### src/rtl/signed_muldiv_seq_pkg.sv
// Shared encodings for signed_muldiv_seq.
//   op codes : OP_MULU / OP_MULS / OP_DIVU / OP_DIVS (bit1 = divide, bit0 = signed)
//   state_t  : sequencer states
package signed_muldiv_seq_pkg;
  localparam logic [1:0] OP_MULU = 2'b00;
  localparam logic [1:0] OP_MULS = 2'b01;
  localparam logic [1:0] OP_DIVU = 2'b10;
  localparam logic [1:0] OP_DIVS = 2'b11;

  typedef enum logic [2:0] {S_IDLE, S_PREP, S_RUN, S_FIX, S_DONE} state_t;

  function automatic logic op_is_div(input logic [1:0] op);
    return op[1];
  endfunction

  function automatic logic op_is_signed(input logic [1:0] op);
    return op[0];
  endfunction
endpackage

### src/rtl/signed_muldiv_seq_if.sv
// Request/response bundle for signed_muldiv_seq.
//   master: drives start/op/narrow/a/b, observes busy/done/hi/lo/div0/ovf
//   slave : the arithmetic unit
interface signed_muldiv_seq_if #(parameter int W = 16);
  logic         start;
  logic [1:0]   op;
  logic         narrow;
  logic [W-1:0] a;
  logic [W-1:0] b;
  logic         busy;
  logic         done;
  logic [W-1:0] hi;
  logic [W-1:0] lo;
  logic         div0;
  logic         ovf;

  modport master (output start, op, narrow, a, b,
                  input  busy, done, hi, lo, div0, ovf);
  modport slave  (input  start, op, narrow, a, b,
                  output busy, done, hi, lo, div0, ovf);
endinterface

### src/rtl/signed_muldiv_seq_cond_neg.sv
// cond_neg: conditional two's-complement negation.
//   neg : 1 = output -d, 0 = output d
//   d   : WD-bit input, q : WD-bit result
module cond_neg #(parameter int WD = 16) (
  input  logic          neg,
  input  logic [WD-1:0] d,
  output logic [WD-1:0] q
);
  assign q = neg ? (~d + {{(WD-1){1'b0}}, 1'b1}) : d;
endmodule

### src/rtl/signed_muldiv_seq.sv
// signed_muldiv_seq: iterative signed/unsigned multiply and divide.
//   clk, rst_n : clock, async active-low reset
//   bus        : slave side of signed_muldiv_seq_if (start/op/narrow/a/b in,
//                busy/done/hi/lo/div0/ovf out)
// Sequence: IDLE -> PREP (magnitudes) -> RUN (N steps) -> FIX (signs) -> DONE,
// with done/results registered on the DONE->IDLE edge.
module signed_muldiv_seq
  import signed_muldiv_seq_pkg::*;
#(parameter int W = 16) (
  input logic                clk,
  input logic                rst_n,
  signed_muldiv_seq_if.slave bus
);
  localparam int H  = W / 2;
  localparam int CW = $clog2(W) + 1;

  state_t         state_q, state_d;
  logic [1:0]     op_q, op_d;
  logic           nar_q, nar_d, sa_q, sa_d, sb_q, sb_d, dz_q, dz_d, ov_q, ov_d;
  logic [W-1:0]   a_q, a_d, b_q, b_d, mq_q, mq_d;
  logic [2*W-1:0] acc_q, acc_d;
  logic [CW-1:0]  cnt_q, cnt_d;
  logic           busy_q, busy_d, done_q, done_d, div0_q, div0_d, ovf_q, ovf_d;
  logic [W-1:0]   hi_q, hi_d, lo_q, lo_d;

  logic           is_sgn, is_div, sa, sb;
  logic [W-1:0]   a_ext, b_ext, a_mag, b_mag, min_ext, rem_s, quot;
  logic [2*W-1:0] mul_step, div_step, fix_in, fix_p;
  logic [W:0]     trial;

  assign is_sgn = op_is_signed(op_q);
  assign is_div = op_is_div(op_q);

  // Narrow mode works on the low half, extended to W so one datapath serves both.
  assign a_ext = nar_q ? {{H{is_sgn & a_q[H-1]}}, a_q[H-1:0]} : a_q;
  assign b_ext = nar_q ? {{H{is_sgn & b_q[H-1]}}, b_q[H-1:0]} : b_q;
  assign sa    = is_sgn & a_ext[W-1];
  assign sb    = is_sgn & b_ext[W-1];
  assign min_ext = nar_q ? {{(H+1){1'b1}}, {(H-1){1'b0}}} : {1'b1, {(W-1){1'b0}}};

  cond_neg #(.WD(W)) u_neg_a (.neg(sa), .d(a_ext), .q(a_mag));
  cond_neg #(.WD(W)) u_neg_b (.neg(sb), .d(b_ext), .q(b_mag));

  // Multiply: MSB-first shift-add; multiplier bits are pre-aligned to mq_q[W-1].
  assign mul_step = {acc_q[2*W-2:0], 1'b0} + (mq_q[W-1] ? {{W{1'b0}}, a_q} : '0);

  // Divide: acc = {remainder, dividend/quotient}; restoring step on shifted pair.
  assign trial    = acc_q[2*W-1:W-1] - {1'b0, b_q};
  assign div_step = trial[W] ? {acc_q[2*W-2:0], 1'b0}
                             : {trial[W-1:0], acc_q[W-2:0], 1'b1};

  assign fix_in = is_div ? {{W{1'b0}}, acc_q[W-1:0]} : acc_q;
  cond_neg #(.WD(2*W)) u_fix (.neg(sa_q ^ sb_q), .d(fix_in), .q(fix_p));
  cond_neg #(.WD(W))   u_rem (.neg(sa_q), .d(acc_q[2*W-1:W]), .q(rem_s));

  // Narrow signed quotient re-extends from bit H-1 so the overflow case wraps.
  always_comb begin
    quot = fix_p[W-1:0];
    if (nar_q && is_sgn) quot = {{H{fix_p[H-1]}}, fix_p[H-1:0]};
  end

  always_comb begin
    state_d = state_q; op_d = op_q; nar_d = nar_q; a_d = a_q; b_d = b_q;
    mq_d = mq_q; acc_d = acc_q; cnt_d = cnt_q; sa_d = sa_q; sb_d = sb_q;
    dz_d = dz_q; ov_d = ov_q; busy_d = busy_q; done_d = 1'b0;
    div0_d = div0_q; ovf_d = ovf_q; hi_d = hi_q; lo_d = lo_q;
    unique case (state_q)
      S_IDLE: if (bus.start) begin
        state_d = S_PREP; op_d = bus.op; nar_d = bus.narrow;
        a_d = bus.a; b_d = bus.b; busy_d = 1'b1; div0_d = 1'b0; ovf_d = 1'b0;
      end
      S_PREP: begin
        a_d = a_mag; b_d = b_mag; sa_d = sa; sb_d = sb;
        cnt_d = nar_q ? CW'(H) : CW'(W);
        dz_d = is_div & (b_ext == '0);
        ov_d = is_div & is_sgn & (a_ext == min_ext) & (&b_ext);
        mq_d = nar_q ? {b_mag[H-1:0], {H{1'b0}}} : b_mag;
        if (is_div) acc_d = nar_q ? {{W{1'b0}}, a_mag[H-1:0], {H{1'b0}}}
                                  : {{W{1'b0}}, a_mag};
        else        acc_d = '0;
        if (is_div && b_ext == '0) begin
          acc_d   = {a_ext, {W{1'b1}}};
          state_d = S_DONE;
        end else begin
          state_d = S_RUN;
        end
      end
      S_RUN: begin
        acc_d = is_div ? div_step : mul_step;
        mq_d  = {mq_q[W-2:0], 1'b0};
        cnt_d = cnt_q - CW'(1);
        if (cnt_q == CW'(1)) state_d = S_FIX;
      end
      S_FIX: begin
        acc_d   = is_div ? {rem_s, quot} : fix_p;
        state_d = S_DONE;
      end
      S_DONE: begin
        state_d = S_IDLE; done_d = 1'b1; busy_d = 1'b0;
        hi_d = acc_q[2*W-1:W]; lo_d = acc_q[W-1:0];
        div0_d = dz_q; ovf_d = ov_q;
      end
      default: state_d = S_IDLE;
    endcase
  end

  always_ff @(posedge clk or negedge rst_n) begin
    if (!rst_n) begin
      state_q <= S_IDLE; op_q <= '0; nar_q <= 1'b0; a_q <= '0; b_q <= '0;
      mq_q <= '0; acc_q <= '0; cnt_q <= '0; sa_q <= 1'b0; sb_q <= 1'b0;
      dz_q <= 1'b0; ov_q <= 1'b0; busy_q <= 1'b0; done_q <= 1'b0;
      div0_q <= 1'b0; ovf_q <= 1'b0; hi_q <= '0; lo_q <= '0;
    end else begin
      state_q <= state_d; op_q <= op_d; nar_q <= nar_d; a_q <= a_d; b_q <= b_d;
      mq_q <= mq_d; acc_q <= acc_d; cnt_q <= cnt_d; sa_q <= sa_d; sb_q <= sb_d;
      dz_q <= dz_d; ov_q <= ov_d; busy_q <= busy_d; done_q <= done_d;
      div0_q <= div0_d; ovf_q <= ovf_d; hi_q <= hi_d; lo_q <= lo_d;
    end
  end

  assign bus.busy = busy_q;
  assign bus.done = done_q;
  assign bus.div0 = div0_q;
  assign bus.ovf  = ovf_q;
  assign bus.hi   = hi_q;
  assign bus.lo   = lo_q;
endmodule

### src/flat_wrapper.sv
// flat-port wrapper written by rule: the top's interface ports become plain ports
module signed_muldiv_seq_flat import signed_muldiv_seq_pkg::*;
#(parameter int W = 16)
  (clk, rst_n, bus_start, bus_op, bus_narrow, bus_a, bus_b, bus_busy, bus_done, bus_hi, bus_lo, bus_div0, bus_ovf);
  signed_muldiv_seq_if #(.W(W)) bus_i ();
  input logic clk;
  input logic rst_n;
  input wire logic [$bits(bus_i.start)-1:0] bus_start;
  input wire logic [$bits(bus_i.op)-1:0] bus_op;
  input wire logic [$bits(bus_i.narrow)-1:0] bus_narrow;
  input wire logic [$bits(bus_i.a)-1:0] bus_a;
  input wire logic [$bits(bus_i.b)-1:0] bus_b;
  output wire logic [$bits(bus_i.busy)-1:0] bus_busy;
  output wire logic [$bits(bus_i.done)-1:0] bus_done;
  output wire logic [$bits(bus_i.hi)-1:0] bus_hi;
  output wire logic [$bits(bus_i.lo)-1:0] bus_lo;
  output wire logic [$bits(bus_i.div0)-1:0] bus_div0;
  output wire logic [$bits(bus_i.ovf)-1:0] bus_ovf;
  assign bus_i.start = bus_start;
  assign bus_i.op = bus_op;
  assign bus_i.narrow = bus_narrow;
  assign bus_i.a = bus_a;
  assign bus_i.b = bus_b;
  assign bus_busy = bus_i.busy;
  assign bus_done = bus_i.done;
  assign bus_hi = bus_i.hi;
  assign bus_lo = bus_i.lo;
  assign bus_div0 = bus_i.div0;
  assign bus_ovf = bus_i.ovf;
  signed_muldiv_seq #(.W(W)) u_core (.clk(clk), .rst_n(rst_n), .bus(bus_i));
endmodule
### config.mk
export PLATFORM = sky130hd
export DESIGN_NAME = signed_muldiv_seq_flat
export DESIGN_NICKNAME = d
export VERILOG_FILES = /design/src/rtl/signed_muldiv_seq_pkg.sv /design/src/rtl/signed_muldiv_seq_if.sv /design/src/rtl/signed_muldiv_seq_cond_neg.sv /design/src/rtl/signed_muldiv_seq.sv /design/src/flat_wrapper.sv
export SDC_FILE = /design/constraint.sdc
export NUM_CORES = 1
export LEC_CHECK = 0
export ABC_AREA = 1
export ABC_CLOCK_PERIOD_IN_PS = 6400
export BUFFER_PORTS_ARGS = -buffer_cell sky130_fd_sc_hd__buf_2
export CAP_MARGIN = 10
export CORE_MARGIN = 2
export CORE_UTILIZATION = 55
export CTS_BUF_LIST = sky130_fd_sc_hd__clkbuf_2 sky130_fd_sc_hd__clkbuf_4 sky130_fd_sc_hd__clkbuf_8
export CTS_CLUSTER_DIAMETER = 80
export DETAILED_ROUTE_END_ITERATION = 12
export MAX_ROUTING_LAYER = met4
export PLACE_DENSITY = 0.72
export SLEW_MARGIN = 15
export SYNTH_ARGS = -nofsm -noshare
export SYNTH_HDL_FRONTEND = slang
export SYNTH_SLANG_ARGS = --single-unit
### constraint.sdc
create_clock -name clk -period 6.4 [get_ports clk]
set_clock_uncertainty 0.05 [all_clocks]
set_input_delay 1.6 -clock clk [delete_from_list [all_inputs] [get_ports clk]]
set_output_delay 1.6 -clock clk [all_outputs]
set_load 0.01 [all_outputs]
==> results.cfg, run 1 <==
[outcome]
status = finished clean

[worst_setup_path]
critPathArrivalTime_ps = 3780
crit_top_cell = nand2_1
crit_type = reg2reg
reg2reg_from = u_core.state_q[2]
path_delay_family = simple AND/OR/NAND/NOR gates
crit_buf_inv = 2
critical_path_required_ps = 6720
cp_cell_sequence = nor2_2 -> nand2_1 -> nand2_1 -> clkinv_1 -> nand2_1 -> nand2_1 -> o22ai_1 -> inv_1
cp-start-kind = flip-flop
max_stage_delay_ps = 610
cp-startpoint = u_core.state_q[2]
endpoint_kind = flip-flop
crit_slowest_cell = nand2_1
critPathMaxFanout = 26

[placed_design]
place.gp.congestion = 0.981
dpl_cell_area_sq_um = 11900
place_hpwl_um = 28900
pre_cts_ws_ps = 3050
numPortBuffers = 73

[finish]
drive_gt1_frac = 0.0789
antenna_cells = 0
fin_nets = 1979
syn_to_final_growth_pct = 7.59
n_fill_cell = 2055
fin_area_sq_um = 12200

[timing]
finalHoldViolations = 0
tightest_slew_ps = 1070
setup_tns_ps = 0
rsz0062_at_grt = no
min_period_ps = 3470
fmax_ghz = 0.288
maxSlewHeadroom = 0.287
setup_ws_ps = 2930
final-max-slew-violation-count = 0
fin_crit_sh = 0.542
setup_viol = 0

[detailed_routing]
drt_iter0_markers = 1240
drc_errors = 0
via_per_inst = 5.64
antenna_left = 0
routed_wl_um = 37400
wire_per_inst_um = 17.1
vias = 12309
drtPass1Iterations = 7

[logic_synthesis]
ys.flop_type = dfrtp_1
yosys-top-cells-area = dfrtp_1 29%, nand2_1 20%, inv_1 8.6%
synth_area_sq_um = 11400
yosysUniqueCellTypes = 47
ys_seq_area_frac = 0.288
syn_nets = 1946
ys_ff_latch = 131
ys_warn_count = 0
avgSynthCellArea_sq_um = 6.10
synth_edf_count = 0
netlist.area_leader.share = 0.288
syn_inst = 1867
synthTopCellsByCount = 608 x nand2_1, 261 x inv_1, 195 x nand3_1
yosys.area.top_type = dfrtp_1
async_flop_share = 1.00
post-synth-top-count-cell = nand2_1

[clock_tree]
worstSkewPairLatency_ps = 480
cts_root_buf = clkbuf_8
cts_setup_buffers = 0
postCtsResizedCells = 0
clkSinkCount = 131
cts.clk_slew.worst_paths_ps = 90
htreeDepth = 4
hold_buffers = 0
cts_made_buffers = 17
cts_tree = done
cts_max_path_buffers = 2

[run]
drv_cap = 0

[min_path]
hold_path_class = reg2reg
min_from = u_core.bus.lo[0]

[power_and_ir_drop]
powerDensity_nw_per_um2 = 644
p_leak_nw = 6.54
peakVddDrop_mv = 0.322

[floorplan]
fp-row-count = 52
design.die.area_sq_um = 21900
io_pins = 74
core_area_sq_um = 20300
die_w_um = 148
die_h_um = 148
start_util = 0.561

[global_route]
grt_overflow_total = 0
antenna_found_initial = 0
grt_pass1_wl_um = 59900
grt_use_total = 0.359
grt_max_degree = 90
grt_pass1_vias = 11359
## cell type report
class,instances,area [sq um],share of cell area
inverters,275,1030,0.0843
clock inverters,15,165,0.0135
multi-input cells,1395,6780,0.553
repair buffers,80,424,0.0346
well taps,270,338,0.0276
flip-flops and latches,131,3280,0.268
clock buffers,17,234,0.0191
## final timing paths
check | to | cells after the start | slack [ps]
setup / recovery | u_core.acc_q[3] | 8 | 2930
hold / removal | u_core.bus.lo[0] | 2 | 430
setup reg to reg | u_core.acc_q[3] | 8 | 2930
hold reg to reg | u_core.bus.lo[0] | 2 | 430
max in group asynchronous | u_core.ov_q | 2 | 4030
min in group asynchronous | u_core.bus.lo[3] | 1 | 1150
## power breakdown
group,total (mW),leakage (nW),switching [mW],internal (mW)
logic,5.46,4.70,3.72,1.73
clock network,0.740,0.202,0.414,0.327
registers,1.69,1.64,0.479,1.21
total,7.89,6.54,4.62,3.27
## worst min-delay path: cells and delay by family, from the launching register on
family	cells	cell delay, ps
DFF	1	350
AOI/OAI and AO/OA	1	50
and+or+nand+nor	1	50
## state kept, by name, summed over array words and instances, names as in the netlist
signal           flops
u_core.mq_q         16
u_core.b_q          16
u_core.acc_q        32
u_core.bus.done      1
u_core.sb_q          1
u_core.op_q          2
u_core.state_q       3
u_core.bus.lo       16
u_core.bus.hi       16
u_core.a_q          16
u_core.cnt_q         5
u_core.dz_q          1
u_core.nar_q         1
u_core.sa_q          1
u_core.bus.div0      1
u_core.bus.ovf       1
u_core.bus.busy      1
u_core.ov_q          1
## metal layers
metal / vias up / wire, um / track usage / part of all wire
met4: 0 / 1420 / 0.146 / 0.038
met2: 524 / 16300 / 0.537 / 0.44
met5: - / 0 / - / 0
li1: 6075 / - / - / -
met3: 88 / 3070 / 0.0395 / 0.082
met1: 5622 / 16600 / 0.499 / 0.44
## metrics by stage
| stage | hold WS (ps) | cells | total power [mW] | utilization |
|---|---|---|---|---|
| final | 431 | 2183 | 7.89 | 0.603 |
| after global routing | 452 | 2183 | 8.69 | 0.603 |
| after detailed placement | 415 | 2151 | 7.02 | 0.584 |
| after floorplan | 399 | 1867 | 5.61 | - |
| after global placement | 401 | 2151 | 6.95 | 0.584 |
| after CTS | 438 | 2183 | 7.79 | 0.603 |
## layout by cell type (no fill, tap or decap), drive strengths merged, types with 3 or more instances in the layout
cell    netlist  layout
a31oi         3       3
a21oi        78      78
xor2         27      27
nand3       196     196
o21bai        3       3
clkbuf       42      17
o211ai       23      23
nand4        21      21
o221ai       18      18
nand2       614     614
a41oi         4       4
dfrtp       131     131
buf          24      80
xnor2         8       8
o21ai       117     117
nor3         17      17
a22oi         6       6
clkinv        4       8
and2          4       4
inv         271     280
ha           39      39
o22ai         7       7
nor4          3       3
nand3b        3       3
or2           6       6
nor2        186     186
## cell families (layout without fill, tap and decap cells)
| kind of cell | after synthesis | after routing | share of synthesized area |
|---|---|---|---|
| AND/OR/NAND/NOR | 1050 | 1050 | 0.383 |
| XOR/XNOR | 35 | 35 | 0.0269 |
| flip-flops | 131 | 131 | 0.288 |
| AO/OA/AOI/OAI | 269 | 269 | 0.139 |
| adder cells (fa/ha/maj) | 41 | 41 | 0.0464 |
| buffers and inverters | 341 | 387 | 0.117 |
Note: power is estimated with default switching activity, not from simulation.
==> run 2: changes to the inputs <==
--- a/config.mk
+++ b/config.mk
@@ -6,7 +6,7 @@
 export NUM_CORES = 1
 export LEC_CHECK = 0
 export ABC_AREA = 1
-export ABC_CLOCK_PERIOD_IN_PS = 6400
+export ABC_CLOCK_PERIOD_IN_PS = 2870
 export BUFFER_PORTS_ARGS = -buffer_cell sky130_fd_sc_hd__buf_2
 export CAP_MARGIN = 10
 export CORE_MARGIN = 2
@@ -15,7 +15,7 @@
 export CTS_CLUSTER_DIAMETER = 80
 export DETAILED_ROUTE_END_ITERATION = 12
 export MAX_ROUTING_LAYER = met4
-export PLACE_DENSITY = 0.72
+export PLACE_DENSITY = 0.75
 export SLEW_MARGIN = 15
 export SYNTH_ARGS = -nofsm -noshare
 export SYNTH_HDL_FRONTEND = slang
==> constraint.sdc (replaced) <==
create_clock -name clk -period 2.87 [get_ports clk]
set_clock_uncertainty 0.05 [all_clocks]
set_input_delay 0.7175 -clock clk [delete_from_list [all_inputs] [get_ports clk]]
set_output_delay 0.7175 -clock clk [all_outputs]
set_load 0.01 [all_outputs]
==> results.cfg, run 2 (synthesis gave the netlist of run 1 again) <==
[outcome]
status = finished clean

[global_route]
antenna_found_initial = 0
grt_pass1_wl_um = 63600
grt_pass1_vias = 11838
grt_use_total = 0.382
grt_max_degree = 48
grt_overflow_total = 0

[worst_setup_path]
endpoint = u_core.acc_q[15]
cp_num_cells = 15
critPathMaxFanout = 16
rr_worst_depth = 15
reg2reg_from = u_core.mq_q[15]
cp_cell_sequence = nand2_1 -> inv_1 -> ha_1 -> fa_2 -> nand3_1 -> nand3_1 -> nand2_1 -> nand2_1 -> nand2_1 -> nand2_1 -> xor2_1 -> nor2_1 -> nor2_1 -> nor2_1 -> nor2_1
cp-startpoint = u_core.mq_q[15]
crit_slowest_cell = dfrtp_4
path_delay_family = simple AND/OR/NAND/NOR gates
crit_type = reg2reg
crit_buf_inv = 1
reg2reg_slack_ps = 190
critical_path_required_ps = 3170
cp-start-kind = flip-flop
endpoint_kind = flip-flop
crit_top_cell = nand2_1
critPathArrivalTime_ps = 2980
r2r_end = u_core.acc_q[15]
max_stage_delay_ps = 590

[finish]
fin_area_sq_um = 12700
drive_gt1_frac = 0.106
fin_cells = 2237
layout_common_cells = 606 x nand2_1, 261 x inv_1, 195 x nand3_1, 179 x nor2_1, 130 x dfrtp_1
largest_reg_flops = 32
layout_commonest_cell = nand2_1
n_fill_cell = 2037
regArea_sq_um = 3280
fin_nets = 2033
fin_util = 0.627
syn_to_final_growth_pct = 11.8
largest_register = u_core.acc_q
multi_input_comb_area_sq_um = 6790
antenna_cells = 0

[placed_design]
dpl_cell_area_sq_um = 12300
place.gp.congestion = 1.00
pre_cts_ws_ps = -1.25
dp.cells = 2205
place_hpwl_um = 31300
numPortBuffers = 73

[floorplan]
design.die.area_sq_um = 21900
core_area_sq_um = 20300
io_pins = 74
die_w_um = 148
fp-row-count = 52
start_util = 0.561
die_h_um = 148

[timing]
setup_ws_ps = 190
hold_slack_ps = 48.5
rsz0062_at_grt = no
min_period_ps = 2680
fin_crit_sh = 0.934
setup_viol = 0
final-max-slew-violation-count = 0
maxSlewHeadroom = 0.617
tightest_slew_ps = 574
finalHoldViolations = 0
fmax_ghz = 0.373

[power_and_ir_drop]
peakVddDrop_mv = 0.661
powerDensity_nw_per_um2 = 1470
p_leak_nw = 6.84

[detailed_routing]
routed_wl_um = 39800
drt_iter0_markers = 1562
via_per_inst = 5.66
vias = 12671
drc_errors = 0
antenna_left = 0
drtPass1Iterations = 6
wire_per_inst_um = 17.8

[run]
drv_cap = 0

[clock_tree]
cts_root_buf = clkbuf_8
clkSinkCount = 131
cts_tree = done
cts_setup_buffers = 0
worstSkewPairLatency_ps = 470
hold_buffers = 0
cts.clk_slew.worst_paths_ps = 100
postCtsResizedCells = 1
cts_made_buffers = 17
cts_max_path_buffers = 2
htreeDepth = 4

[min_path]
hold_path_class = in2async
[run 2: changes by cell type in the layout (fill, tap and decap cells not counted), sizes merged]
cell / delta
buf: +54
clkinv: -2
inv: +2
bufinv: +1
clkinvlp: -1
[run 2: stage by stage]
stage	setup TNS [ps]	power, mW
after global placement	0	16.4
after floorplan	0	12.5
after global routing	0	20.5
final	0	18.7
after detailed placement	-1.25	16.5
after CTS	0	18.4
[run 2: final cells by class]
class                   count  share of cell area
multi-input cells        1395               0.533
flip-flops and latches    131               0.258
inverters                 275              0.0811
repair buffers            134              0.0671
well taps                 270              0.0265
clock buffers              17              0.0184
clock inverters            15              0.0158
[run 2: routing by layer]
layer | vias up | track usage | part of all wire
met5 | - | - | 0
met4 | 0 | 0.131 | 0.036
met3 | 102 | 0.0599 | 0.094
met2 | 674 | 0.577 | 0.44
met1 | 5726 | 0.525 | 0.43
li1 | 6169 | - | -
[run 2: report_power, final]
group / internal [mW] / leakage, nW / switching [mW]
registers: 2.72 / 1.64 / 0.813
logic: 4.37 / 4.98 / 9.03
clock network: 0.832 / 0.222 / 0.967
[run 2: how the worst min path moves through the flow]
| stage | start | end | slack, ps | cells after the start |
|---|---|---|---|---|
| floorplan | rst_n | u_core.a_q[0] | 370 | 0 |
| global placement | u_core.bus.busy | u_core.bus.busy | 400 | 2 |
| detailed placement | u_core.bus.lo[6] | u_core.bus.lo[6] | 410 | 2 |
| CTS | rst_n | u_core.cnt_q[1] | 50 | 1 |
| global route | rst_n | u_core.mq_q[8] | 60 | 1 |
| finish | rst_n | u_core.mq_q[3] | 50 | 1 |
